`src/rtl/if_id_pkg.sv`:
```
// Shared types and constants for the IF/ID pipeline stage.
// A beat is the {pc, instr} pair carried from fetch to decode.
package if_id_pkg;

  localparam logic [31:0] NOP_INSTR    = 32'h0000_0013;
  localparam int          BEAT_PC_W    = 32;
  localparam int          BEAT_INSTR_W = 32;

  typedef enum logic [1:0] {
    EMPTY = 2'd0,
    ONE   = 2'd1,
    TWO   = 2'd2
  } occ_t;

  typedef struct packed {
    logic [BEAT_PC_W-1:0]    pc;
    logic [BEAT_INSTR_W-1:0] instr;
  } if_id_beat_t;

endpackage

```
`src/rtl/sat_counter.sv`:
```
// Saturating up-counter that can be shared by pipeline stages.
// Counts cycles where inc is high and holds at all-ones; cleared only by reset.
module sat_counter #(
  parameter int CNT_W = 16
) (
  input  logic             clk,
  input  logic             reset_n,
  input  logic             inc,
  output logic [CNT_W-1:0] count
);

  function automatic logic [CNT_W-1:0] sat_inc(input logic [CNT_W-1:0] v);
    return (&v) ? v : v + CNT_W'(1);
  endfunction

  always_ff @(posedge clk or negedge reset_n) begin
    if (!reset_n) begin
      count <= '0;
    end else if (inc) begin
      count <= sat_inc(count);
    end
  end

endmodule

```
`src/rtl/if_id_skid.sv`:
```
// IF/ID stage: two-entry skid buffer between fetch and decode with registered
// in_ready, synchronous flush, and a saturating decode back-pressure counter.
module if_id_skid
  import if_id_pkg::*;
#(
  parameter int                 PC_W      = 32,
  parameter int                 INSTR_W   = 32,
  parameter int                 CNT_W     = 16,
  parameter logic [INSTR_W-1:0] NOP_INSTR = if_id_pkg::NOP_INSTR[INSTR_W-1:0]
) (
  input  logic               clk,
  input  logic               reset_n,
  input  logic               flush,
  input  logic               in_valid,
  output logic               in_ready,
  input  logic [PC_W-1:0]    in_pc,
  input  logic [INSTR_W-1:0] in_instr,
  output logic               out_valid,
  input  logic               out_ready,
  output logic [PC_W-1:0]    out_pc,
  output logic [INSTR_W-1:0] out_instr,
  output logic [CNT_W-1:0]   stall_cnt
);

  // Beat fields are 32 bits wide; wider payloads would be silently truncated.
  if (PC_W > BEAT_PC_W || INSTR_W > BEAT_INSTR_W) begin : g_width_check
    $error("if_id_skid: PC_W/INSTR_W exceed if_id_beat_t field widths");
  end

  occ_t        state_p0, state_nxt;
  logic        main_vld_p0, main_vld_nxt;
  logic        skid_vld_p0, skid_vld_nxt;
  if_id_beat_t main_p0, main_nxt;
  if_id_beat_t skid_p0, skid_nxt;
  if_id_beat_t in_beat, empty_beat;
  logic        in_fire, out_fire;

  assign in_beat    = '{pc: BEAT_PC_W'(in_pc), instr: BEAT_INSTR_W'(in_instr)};
  assign empty_beat = '{pc: '0, instr: BEAT_INSTR_W'(NOP_INSTR)};

  assign in_ready  = !skid_vld_p0;
  assign in_fire   = in_valid && in_ready;
  assign out_fire  = main_vld_p0 && out_ready;

  always_comb begin
    state_nxt    = state_p0;
    main_vld_nxt = main_vld_p0;
    skid_vld_nxt = skid_vld_p0;
    main_nxt     = main_p0;
    skid_nxt     = skid_p0;
    if (flush) begin
      state_nxt    = EMPTY;
      main_vld_nxt = 1'b0;
      skid_vld_nxt = 1'b0;
      main_nxt     = empty_beat;
      skid_nxt     = empty_beat;
    end else begin
      case (state_p0)
        EMPTY: begin
          if (in_fire) begin
            main_nxt     = in_beat;
            main_vld_nxt = 1'b1;
            state_nxt    = ONE;
          end
        end
        ONE: begin
          if (in_fire && out_fire) begin
            main_nxt = in_beat;
          end else if (in_fire) begin
            skid_nxt     = in_beat;
            skid_vld_nxt = 1'b1;
            state_nxt    = TWO;
          end else if (out_fire) begin
            // Drained: main is reloaded so out_* shows the empty payload.
            main_nxt     = empty_beat;
            main_vld_nxt = 1'b0;
            state_nxt    = EMPTY;
          end
        end
        TWO: begin
          if (out_fire) begin
            main_nxt     = skid_p0;
            skid_vld_nxt = 1'b0;
            state_nxt    = ONE;
          end
        end
        default: begin
          state_nxt    = EMPTY;
          main_vld_nxt = 1'b0;
          skid_vld_nxt = 1'b0;
          main_nxt     = empty_beat;
          skid_nxt     = empty_beat;
        end
      endcase
    end
  end

  // Stage p0: occupancy state, slot valid bits and slot payloads.
  always_ff @(posedge clk or negedge reset_n) begin
    if (!reset_n) begin
      state_p0    <= EMPTY;
      main_vld_p0 <= 1'b0;
      skid_vld_p0 <= 1'b0;
    end else begin
      state_p0    <= state_nxt;
      main_vld_p0 <= main_vld_nxt;
      skid_vld_p0 <= skid_vld_nxt;
    end
  end

  always_ff @(posedge clk or negedge reset_n) begin
    if (!reset_n) begin
      main_p0 <= empty_beat;
      skid_p0 <= empty_beat;
    end else begin
      main_p0 <= main_nxt;
      skid_p0 <= skid_nxt;
    end
  end

  assign out_valid = main_vld_p0;
  assign out_pc    = main_p0.pc[PC_W-1:0];
  assign out_instr = main_p0.instr[INSTR_W-1:0];

  sat_counter #(
    .CNT_W(CNT_W)
  ) u_stall_cnt (
    .clk    (clk),
    .reset_n(reset_n),
    .inc    (main_vld_p0 && !out_ready),
    .count  (stall_cnt)
  );

endmodule

```
`config.mk`:
```
export PLATFORM = sky130hd
export DESIGN_NAME = if_id_skid
export DESIGN_NICKNAME = d
export VERILOG_FILES = /design/src/rtl/if_id_pkg.sv /design/src/rtl/sat_counter.sv /design/src/rtl/if_id_skid.sv
export SDC_FILE = /design/constraint.sdc
export NUM_CORES = 1
export LEC_CHECK = 0
export ABC_AREA = 1
export BUFFER_PORTS_ARGS = -buffer_cell sky130_fd_sc_hd__buf_2
export CORE_UTILIZATION = 45
export CTS_CLUSTER_DIAMETER = 50
export DETAILED_ROUTE_END_ITERATION = 10
export HOLD_SLACK_MARGIN = 0.08
export PLACE_DENSITY = 0.72
export SETUP_SLACK_MARGIN = 0.1
export SYNTH_ARGS = -nofsm -noshare
export SYNTH_HDL_FRONTEND = slang
export SYNTH_SLANG_ARGS = --single-unit
```
`constraint.sdc`:
```
create_clock -name clk -period 2.3 [get_ports clk]
set_clock_uncertainty 0.05 [all_clocks]
set_input_delay 0.115 -clock clk [delete_from_list [all_inputs] [get_ports clk]]
set_output_delay 0.115 -clock clk [all_outputs]
set_load 0.1 [all_outputs]
```
* Word level (Yosys, flattened, before mapping)
Index checks and enable logic that the tools add are counted.
Widths: inputs -> output; s select.
** Word-level totals
- Flip-flop bits (word level) :: 148
- Latch bits :: 0
- Memory bits (writable) :: 0
- ROM bits :: 0
- Output and inout port bits :: 82
- Memories :: 0
** Operators by class
- $add $sub $neg :: 1
- Multiply operators :: 0
- Divide/modulo/power cells :: 0
- $lt $le $gt $ge :: 0
- Equal/unequal tests :: 14
- Shift operators :: 0
- Multiplexer cells :: 26
- Bitwise operators :: 1
- Reductions and logical operators :: 15
** Operators with widths (number)
- $mux 64 :: 8
- $pmux 64 s3 :: 1
- $pmux 64 s2 :: 1
- $ne 3x3->1 const B :: 6
- $add 16x1->16 const B :: 1
- $reduce_and 16->1 :: 1
- $mux 2 :: 6
- $ne 4x4->1 const B :: 3
- $reduce_and 4->1 :: 3
- $mux 1 :: 7
- $pmux 1 s3 :: 2
- $pmux 2 s3 :: 1
- $reduce_and 5->1 :: 1
- $logic_and 1x1->1 :: 4
- $ne 2x2->1 const B :: 2
- $reduce_and 3->1 :: 1
- $eq 2x1->1 const B :: 1
- $eq 2x2->1 const B :: 1
- $logic_not 1->1 :: 2
- $logic_not 2->1 :: 1
- $ne 2x1->1 const B :: 1
- $reduce_and 2->1 :: 1
- $reduce_or 2->1 :: 1
- $not 1->1 :: 1

* Longest topological paths before layout
Gate-level depths: netlist of the first run.
- Depth in word-level cells :: 6
- Gate-level depth with buffers :: 9

* Modules after synthesis
From an unflattened synthesis of the first run, not the netlist that was laid out.
** Second synthesis, totals
- Cell total of the unflattened synthesis :: 1050
- Area total of the unflattened synthesis :: 7669.9 um^2
** By module, submodules not included
- if_id_skid :: times used 1, cells an instance 890, area an instance 6580.1 um^2, sequential area each 3310.7 um^2
- sat_counter :: times used 1, cells an instance 160, area an instance 1089.8 um^2, sequential area each 400.4 um^2

* Worst setup path before layout of the first run
OpenSTA, ideal clock, no wires.
- Kind :: register -> register
- Start point :: reg u_stall_cnt.count[1]
- End point :: reg u_stall_cnt.count[13]
- Setup time :: 121 ps
- Arrival :: 2119 ps
- Data required time :: 2129 ps
- Setup slack :: 10 ps
- Cell stages (with the launch flop) :: 10
- Path buffers :: 1
- Clock period less this slack :: 2290 ps
- Cell sequence :: dfrtp_1 -> ha_1 -> nand3_2 -> inv_1 -> nand3_1 -> nand2_2 -> nand2_4 -> buf_6 -> nand2_1 -> nand2_1
** On the way
- Word-level cells in the longest chain between the ends :: 3
** RTL lines
- from (decl) :: RTL line sat_counter.sv:9 : output logic [CNT_W-1:0] count
- from (signal assigned) :: RTL line sat_counter.sv:20 : count <= sat_inc(count);
- branches (longest 3 deep; another with $add 16x1->16)
Parallel ways; which one is timed is not known.
A chain may end at the register's enable or synchronous reset.

* Final worst setup path of the first run
- Start point :: reg state_p0[0]
- End point :: reg main_p0, in the netlist out_pc[9]
** On the way
- Word-level cells in the longest chain between the ends :: 3
** RTL lines
- from (decl) :: RTL line if_id_skid.sv:30 : occ_t state_p0, state_nxt;
- from (signal assigned) :: RTL line if_id_skid.sv:105 : state_p0 <= state_nxt;
- $eq 2x1->1, or another cell as far along :: RTL line if_id_skid.sv:58 : case (state_p0)
- $ne 4x4->1 (no line), or another cell as far along
- $reduce_and 4->1 (no line) or $mux 64 (tied branches)
- to (signal assigned) :: RTL line if_id_skid.sv:113 : main_p0 <= empty_beat;
- to (signal assigned) :: RTL line if_id_skid.sv:116 : main_p0 <= main_nxt;
- to (decl) :: RTL line if_id_skid.sv:33 : if_id_beat_t main_p0, main_nxt;
Parallel ways exist; a longest one is shown, timed or not.

==> results of run 1 <==
-- cell usage in the layout, fill, tap and decap left out, types with 2 or more instances in the layout --
cell and count:
a21oi_1 2, buf_12 8, buf_2 149, buf_4 15, bufinv_16 6, clkbuf_16 17
clkbuf_8 4, clkinv_2 2, dfrtp_1 140, dfrtp_2 2, dfstp_2 6, dlygate4sd3_1 67
inv_1 26, inv_2 6, nand2_1 451, nand2_2 2, nand2_4 3, nand3_1 203
nand3_2 3, nand4_1 4, nor2_1 27, nor2_4 3, nor3_1 2, o21ai_0 35
o21ai_1 12, o21ai_2 32, xor2_1 7
-- metrics by stage --
stage | instance area, µm² | std cells | utilization | hold WS [ps]
global placement | 8740 | 1370 | 0.507 | 60.7
finish | 10100 | 1468 | 0.585 | 167
global route | 10100 | 1468 | 0.585 | 206
detailed placement | 8740 | 1370 | 0.507 | 61.1
floorplan | 7910 | 1039 | - | -231
CTS | 10100 | 1468 | 0.585 | 149
-- metal layers --
layer  GRT usage  vias to the layer above  wire length, µm
met5           0                        -                0
met2       0.391                      240             9850
met4      0.0861                        0              345
li1            -                     3739                -
met1       0.326                     3532             9510
met3      0.0443                       25             1140
-- cell usage after synthesis (2+ instances only) --
master and n:
dfstp_2 6, buf_4 3, nor2_1 27, nand2_2 3
buf_6 21, a21oi_1 2, dfrtp_1 142, clkbuf_1 12
inv_2 2, nor2_4 3, buf_2 26, nand2_1 451
nand2_4 2, buf_1 2, nand4_1 4, o21ai_1 12
buf_8 2, xor2_1 7, nand3_2 3, inv_1 28
nor3_1 2, o21ai_2 32, nand3_1 203, o21ai_0 35
clkinv_1 2
-- timing repair --
item	in CTS	in global routing
hold buffers	67	0
hold endpoints to repair	255	0
resized for setup	0	0
-- logic make-up after synthesis --
logic type / Yosys count / share of synthesized area
AOI/OAI and AO/OA: 83 / 0.0684
xor gates and xnor gates: 8 / 0.00887
adders and majority gates: 1 / 0.00158
buffers and inverters: 99 / 0.0765
DFF: 148 / 0.470
and+or+nand+nor: 700 / 0.375
-- cell type report --
type                            count  area [µm²]  share of cell area
Clock buffer                       22         484              0.0480
Clock inverter                      9         198              0.0196
Inverter                           32         120              0.0119
Multi-Input combinational cell    792        3590               0.356
Sequential cell                   148        3710               0.368
Tap cell                          225         282              0.0279
Timing Repair Buffer              240        1700               0.169
-- critical path, delay by kind of cell, from the launching register on --
kind / cells / cell delay, ps
buffers and inverters: 2 / 600
AND/OR/NAND/NOR: 5 / 600
flip-flops: 1 / 580
-- power by group --
part	total [W]	internal (W)	switching [W]
sequential	0.00369	0.00327	0.000429
combinational	0.00636	0.00122	0.00515
clock	0.00323	0.00214	0.00109
-- how the worst max path moves through the flow --
stage | from | to | slack [ps] | cells after the start
finish | state_p0[0] | out_pc[9] | 380 | 7
global placement | state_p0[0] | out_instr[27] | 480 | 7
floorplan | skid_vld_p0 | skid_p0[12] | 170 | 8
global route | u_stall_cnt.count[13] | u_stall_cnt.count[6] | 170 | 5
CTS | state_p0[0] | out_pc[3] | 400 | 7
detailed placement | state_p0[0] | out_pc[27] | 420 | 7
-- state kept, by name, indices dropped and copies added (netlist names) --
| signal | cells |
|---|---|
| out_instr | 32 |
| out_pc | 32 |
| out_valid | 1 |
| skid_p0 | 64 |
| skid_vld_p0 | 1 |
| state_p0 | 2 |
| u_stall_cnt.count | 16 |
==> flow_summary_export.csv, run 1 <==
group,metric,value,unit
critical_path,r2r_start,"state_p0[0]",
critical_path,reg2reg_to,"out_pc[9]",
power,ir_worst_vdd,0.000752,V
hold_path,min_path_type,"primary input to async pin",
sta,fin_crit_sh,0.834,
power,p_total,0.0133,W
critical_path,path_cells,"nor2_2 -> nand3_2 -> nand4_1 -> inv_2 -> buf_12 -> nand2_1 -> nand2_1",
clock_tree,clk_path_buf_depth,2,
global_route,grtUsageTotal,0.242,
critical_path,r2r_slack,380,ps
sta,clock.fmax,0.522,GHz
clock_tree,cts_tree,"yes",
routing,ant_nets,0,
cells_and_area,drive_gt1_frac,0.210,
yosys,synth_area,7900,µm²
cells_and_area,nNetsFinal,1301,
yosys,yosys.area.top_type,"dfrtp_1",
floorplanning,ios,151,
sta,max_slew_margin,0.430,
power,p_leak,5.17,nW
critical_path,worst-setup-path-type,"flip-flop to flip-flop",
critical_path,crit_path_max_incr_delay,580,ps
place,io_buffers,150,
power,power.density,1320,nW/µm²
routing,drtPass1Iterations,5,
floorplanning,die_area,18100,µm²
critical_path,end_kind,"flip-flop",
sta,hold_viol,0,
global_route,overflow,0,
yosys,ys_types,32,
yosys,yosysSeqAreaShare,0.470,
cells_and_area,insertedDiodeCount,0,
routing,drc,0,
run,drv_cap,0,
routing,num_vias,7536,
floorplanning,initial_utilization,0.458,
floorplanning,core-area,17200,µm²
yosys,synth_edf_count,0,
floorplanning,fp.dieW,135,µm
critical_path,ff2ff_path_depth,7,
clock_tree,htreeDepth,4,
critical_path,path_max_fanout,45,
yosys,synth.top_cells.by_area,"dfrtp_1, nand2_1, nand3_1",
floorplanning,die_h,135,µm
yosys,syn_inst,1039,
critical_path,startpoint_type,"flip-flop",
routing,vias_per_cell,5.13,
cells_and_area,areaGrowthSynthToFinish,27.7,%
yosys,syn_area_per_cell,7.61,µm²
yosys,ys_async_sr_fraction,1.00,
critical_path,worstPathArrival,2220,ps
floorplanning,rows,48,
sta,layout_min_cycle_time,1920,ps
sta,tns,0,ps
global_route,grt_pass1_vias,7096,
run_status,status,"finished, final reports clean",
yosys,syn_nets,1109,
critical_path,cp_common_cell,"nand2_1",
place,gp_congestion,0.849,
place,dp_hpwl,13000,µm
global_route,grt_pass1_wl,34800,µm
clock_tree,clkLatencyLatePin,420,ps
sta,rsz0062_at_grt,"false",
critical_path,cp_data_required_time,2600,ps
critical_path,slowest_stage,"dfrtp_1",
sta,finalSetupViolations,0,
clock_tree,cts_num_sinks,148,
sta,fin_ws,383,ps
clock_tree,clkTransAtPathRegs,60,ps
sta,slew_viol_final,0,
routing,routed_wl,20800,µm
yosys,yosysWarnings,0,
cells_and_area,fillers,1556,
place,dp_slack,418,ps
clock_tree,root_buffer,"clkbuf_16",
yosys,yosys_most_used_dff,"dfrtp_1",
routing,drtIter0Drc,550,
global_route,antenna_found_initial,0,
clock_tree,cts_inserted_buffers,17,
clock_tree,cts_setup_buffers,0,
yosys,ys_seq_elements,148,
yosys,synth_top_cell_area_share,0.450,
sta,worst_slew_pin_slew,850,ps
global_route,grt_max_degree,67,
routing,wl_per_cell,14.2,µm
No activity file was read; power rests on OpenSTA's default activity.
==> inputs of run 2 (changes only) <==
Settings changed: PLACE_DENSITY 0.72 to 0.75.
Clock period 2.3 ns to 1.6 ns, I/O delays scaled along.
==> flow_summary_export.csv, run 2 (synthesis results as in run 1) <==
group,metric,value,unit
run_status,status,"finished with violations",
run_status,violations,"negative setup slack",
routing,ant_nets,0,
clock_tree,cts_inserted_buffers,17,
critical_path,worstPathArrival,2080,ps
critical_path,cp_data_required_time,1890,ps
routing,wl_per_cell,18.4,µm
cells_and_area,layout_common_cells,"nand2_1, nand3_1, buf_2, dfrtp_1, dlygate4sd3_1",
cells_and_area,largest_reg_flops,64,
floorplanning,die_area,18100,µm²
clock_tree,clk_path_buf_depth,2,
sta,worst_slew_pin_slew,642,ps
cells_and_area,areaGrowthSynthToFinish,54.4,%
floorplanning,ios,151,
routing,routed_wl,28500,µm
floorplanning,fp.dieW,135,µm
power,power.density,1800,nW/µm²
routing,wl_met1,11100,µm
global_route,grt_pass1_vias,7727,
clock_tree,clkTransAtPathRegs,60,ps
clock_tree,htreeDepth,4,
sta,finalSetupViolations,88,
place,placed_area,9090,µm²
hold_path,min_path_type,"primary input to flip-flop",
critical_path,path_max_fanout,4,
sta,slew_viol_final,0,
routing,met2_length,14000,µm
place,dp_slack,-51.3,ps
global_route,grt_max_degree,60,
routing,drc,0,
cells_and_area,top_register,"skid_p0",
routing,top_layer,"met4",
routing,met3WireLength,2180,µm
critical_path,startpoint_type,"flip-flop",
sta,fin_ws,-184,ps
clock_tree,cts_num_sinks,148,
sta,clock.fmax,0.561,GHz
critical_path,worst-setup-path-type,"flip-flop to flip-flop",
floorplanning,core-area,17200,µm²
sta,hold_viol,0,
cells_and_area,mostFrequentLayoutCell,"nand2_1",
sta,layout_min_cycle_time,1780,ps
power,p_leak,6.21,nW
sta,tns,-7660,ps
place,io_buffers,150,
cells_and_area,final_area,12200,µm²
place,dp_hpwl,13600,µm
sta,max_slew_margin,0.572,
floorplanning,initial_utilization,0.458,
sta,rsz0062_at_grt,"true",
global_route,antenna_found_initial,0,
floorplanning,rows,48,
clock_tree,cts_tree,"yes",
sta,fin_crit_sh,1.11,
cells_and_area,insertedDiodeCount,0,
cells_and_area,drive_gt1_frac,0.367,
critical_path,end_kind,"flip-flop",
power,ir_worst_vdd,0.00114,V
routing,drtIter0Drc,835,
run,drv_cap,0,
floorplanning,die_h,135,µm
global_route,grt_pass1_wl,38800,µm
global_route,grtUsageTotal,0.274,
clock_tree,root_buffer,"clkbuf_16",
cells_and_area,nNetsFinal,1378,
place,gp_congestion,0.863,
routing,vias_per_cell,5.60,
routing,drtPass1Iterations,8,
global_route,overflow,0,
clock_tree,clkLatencyLatePin,430,ps
routing,num_vias,8665,
run 2: power breakdown:
| group | switching, W | leakage, nW | total [W] | internal (W) |
|---|---|---|---|---|
| clock network | 0.00165 | 0.299 | 0.00418 | 0.00253 |
| logic | 0.00870 | 3.96 | 0.0123 | 0.00356 |
| registers | 0.000772 | 1.95 | 0.00552 | 0.00475 |
run 2: metrics by stage:
step | utilization | cells | hold slack [ps] | power (W)
finish | 0.708 | 1546 | 135 | 0.0220
floorplan | - | 1039 | -266 | 0.0129
detailed placement | 0.527 | 1384 | 67.5 | 0.0149
global route | 0.708 | 1546 | 145 | 0.0228
global placement | 0.527 | 1384 | 59.8 | 0.0148
CTS | 0.635 | 1513 | 90.5 | 0.0201
run 2: routing by layer:
| layer | up-vias | GRT usage |
|---|---|---|
| li1 | 3911 | - |
| met1 | 4132 | 0.357 |
| met2 | 508 | 0.456 |
| met3 | 114 | 0.0473 |
| met4 | 0 | 0.105 |
| met5 | - | 0 |
run 2: layout make-up:
cell class	count	area (µm²)
fill	1195	5030
multi-input combinational	794	4340
sequential	148	3760
timing repair buffer	315	3070
clock buffer	19	453
tap	225	282
clock inverter	13	156
inverter	32	143
run 2: path summary, 6_finish.rpt:
kind	from	slack (ps)	to	cells past startpoint
worst max-delay path	state_p0[1]	-180	out_instr[0]	8
worst min-delay path	in_valid	130	state_p0[0]	6
worst max register to register	state_p0[1]	-180	out_instr[0]	8
worst min register to register	out_pc[6]	420	out_pc[6]	2
max in group asynchronous	reset_n	680	skid_p0[62]	3
min in group asynchronous	reset_n	170	u_stall_cnt.count[1]	2
run 2: what timing repair did:
action / 4_1_cts / 5_1_grt
hold endpoints to repair: 257 / 0
cloned: 7 / 22
endpoints found under the setup margin: 145 / 144
buffers inserted: 23 / 14
pin swaps: 10 / 32
hold buffers: 67 / 0
gates resized for setup: 42 / 185
run 2: critical path: stages, from the launching register on:
cell and delay [ps]:
dfrtp_2 430, buf_6 140, buf_6 120, a21oi_4 130, nand4_1 210, buf_4 200
buf_4 130, nor2_1 210, nor2_1 90
==> inputs of run 3 (changes only) <==
Settings changed: BUFFER_PORTS_ARGS -buffer_cell sky130_fd_sc_hd__buf_2 to not set, DONT_BUFFER_PORTS set to 1, PLACE_DENSITY 0.75 to 0.67.
==> flow_summary_export.csv, run 3 (synthesis results as in run 1) <==
group,metric,value,unit
critical_path,path_max_fanout,11,
floorplanning,die_h,135,µm
clock_tree,cts_tree,"yes",
routing,drtPass1Iterations,6,
power,p_clk_frac,0.205,
power,p_leak,5.56,nW
critical_path,slowest_stage,"dfrtp_1",
place,io_buffers,0,
global_route,overflow,0,
clock_tree,cts_inserted_buffers,17,
critical_path,path_cells,"clkinvlp_4 -> nand2_4 -> a21oi_4 -> buf_6 -> nand2_8 -> buf_8 -> nand2_1 -> o21ai_2",
global_route,grt_pass1_wl,34400,µm
sta,rsz0062_at_grt,"true",
cells_and_area,top_register,"skid_p0",
cells_and_area,insertedDiodeCount,0,
clock_tree,root_buffer,"clkbuf_16",
clock_tree,cts_num_sinks,148,
critical_path,cp_data_required_time,1860,ps
global_route,busiest_layer,"met2",
clock_tree,clk_path_buf_depth,2,
cells_and_area,mostFrequentLayoutCell,"nand2_1",
global_route,grt_pass1_vias,6977,
routing,vias_per_cell,5.36,
cells_and_area,layout_common_cells,"nand2_1, nand3_1, dfrtp_1, buf_4, dlygate4sd3_1",
run,drv_cap,0,
place,dp_hpwl,13000,µm
floorplanning,rows,48,
clock_tree,clkTransAtPathRegs,70,ps
cells_and_area,nNetsFinal,1285,
critical_path,startpoint_type,"flip-flop",
global_route,use_met1,0.320,
place,gp_congestion,0.868,
cells_and_area,fillers,1352,
power,p_int,0.0105,W
floorplanning,core-area,17200,µm²
global_route,grtUsageTotal,0.238,
critical_path,r2r_start,"skid_vld_p0",
hold_path,min_path_type,"primary input to async pin",
cells_and_area,areaGrowthSynthToFinish,42.7,%
power,p_switching,0.0104,W
sta,max_slew_margin,0.788,
sta,slew_viol_final,0,
place,place_inst,1312,
critical_path,crit_path_max_incr_delay,420,ps
power,seq_power_share,0.262,
floorplanning,die_area,18100,µm²
sta,hold_viol,148,
global_route,antenna_found_initial,0,
routing,ant_nets,0,
critical_path,worst-setup-path-type,"flip-flop to flip-flop",
routing,num_vias,7793,
routing,wl_per_cell,16.2,µm
power,p_sw_frac,0.497,
routing,drtIter0Drc,585,
routing,drc,0,
sta,worst_slew_pin_slew,317,ps
global_route,grt_max_degree,149,
run_status,violations,"negative hold slack",
global_route,use_met3,0.0492,
critical_path,worstPathArrival,1830,ps
sta,holdWs,-702,ps
cells_and_area,drive_gt1_frac,0.286,
sta,layout_min_cycle_time,1570,ps
global_route,use_met2,0.385,
cells_and_area,stdcell_count,1453,
cells_and_area,fin_util,0.654,
sta,clock.fmax,0.635,GHz
floorplanning,fp.dieW,135,µm
power,power.density,1850,nW/µm²
clock_tree,htreeDepth,4,
clock_tree,clkLatencyLatePin,420,ps
sta,fin_crit_sh,0.984,
cells_and_area,largest_reg_flops,64,
run_status,status,"finished with violations",
critical_path,crit_path_start,"skid_vld_p0",
routing,routed_wl,23500,µm
floorplanning,initial_utilization,0.458,
floorplanning,ios,151,
critical_path,end_kind,"flip-flop",
power,ir_worst_vdd,0.00110,V
power,combPwrFrac,0.532,
sta,finalSetupViolations,0,
## run 3: cell count changes in the layout (fill, tap and decap cells not counted), sizes merged
cell      delta
clkbuf       -5
clkinvlp     +3
buf         -86
clkinv       -7
inv          +2
## run 3: power by group through the flow
stage          registers, W  clock network, W  logic, W
2_1_floorplan       0.00972                 0   0.00319
3_3_place_gp        0.00541                 0   0.00957
3_5_place_dp        0.00543                 0   0.00966
4_1_cts             0.00538           0.00435   0.00996
5_1_grt             0.00558           0.00447    0.0117
6_report            0.00548           0.00429    0.0111
## run 3: area by class of cell
cell class | count | area [µm²] | share of cell area
multi-input cells | 794 | 4090 | 0.363
flip-flops and latches | 148 | 3760 | 0.333
repair buffers | 222 | 2380 | 0.211
clock buffers | 21 | 480 | 0.0426
well taps | 225 | 282 | 0.0250
clock inverters | 11 | 149 | 0.0132
inverters | 32 | 129 | 0.0114
## run 3: final timing paths
| kind | to | slack [ps] | depth (start not counted) |
|---|---|---|---|
| worst max-delay path | skid_p0[12] | 30 | 8 |
| worst min-delay path | u_stall_cnt.count[7] | -700 | 0 |
| worst max register to register | skid_p0[12] | 30 | 8 |
| worst min register to register | out_instr[4] | 430 | 2 |
| max in group asynchronous | skid_p0[0] | 1960 | 0 |
| min in group clk | skid_p0[55] | 340 | 3 |
## run 3: what timing repair did
item / in CTS / in global routing
setup buffers: 2 / 20
endpoints found under the hold margin: 296 / 155
gates resized for setup: 10 / 136
hold buffers: 64 / 3
endpoints found under the setup margin: 129 / 143
gates cloned: 1 / 19
pin swaps: 1 / 12
## run 3: per-stage QoR
| stage | setup slack, ps | setup TNS [ps] | cell area [µm²] | hold slack [ps] | total power, W |
|---|---|---|---|---|---|
| final | 25.4 | 0 | 11300 | -702 | 0.0209 |
| after global placement | 35.7 | 0 | 8900 | -262 | 0.0150 |
| after floorplan | -199 | -24890 | 8010 | -266 | 0.0129 |
| after CTS | 44.8 | 0 | 10200 | -725 | 0.0197 |
| after detailed placement | 20.3 | 0 | 8900 | -262 | 0.0151 |
| after global routing | -43.5 | -478 | 11300 | -721 | 0.0217 |
## run 3: routing by layer
metal / vias up / part of all wire
li1: 3726 / -
met1: 3736 / 0.43
met2: 301 / 0.49
met3: 30 / 0.061
met4: 0 / 0.013
met5: - / 0
## run 3: worst max-delay path: cells and delay by family, from the launching register on
family / cells / cell delay, ps
buf+inv: 3 / 440
flops: 1 / 420
simple gates: 3 / 290
compound gates: 2 / 270
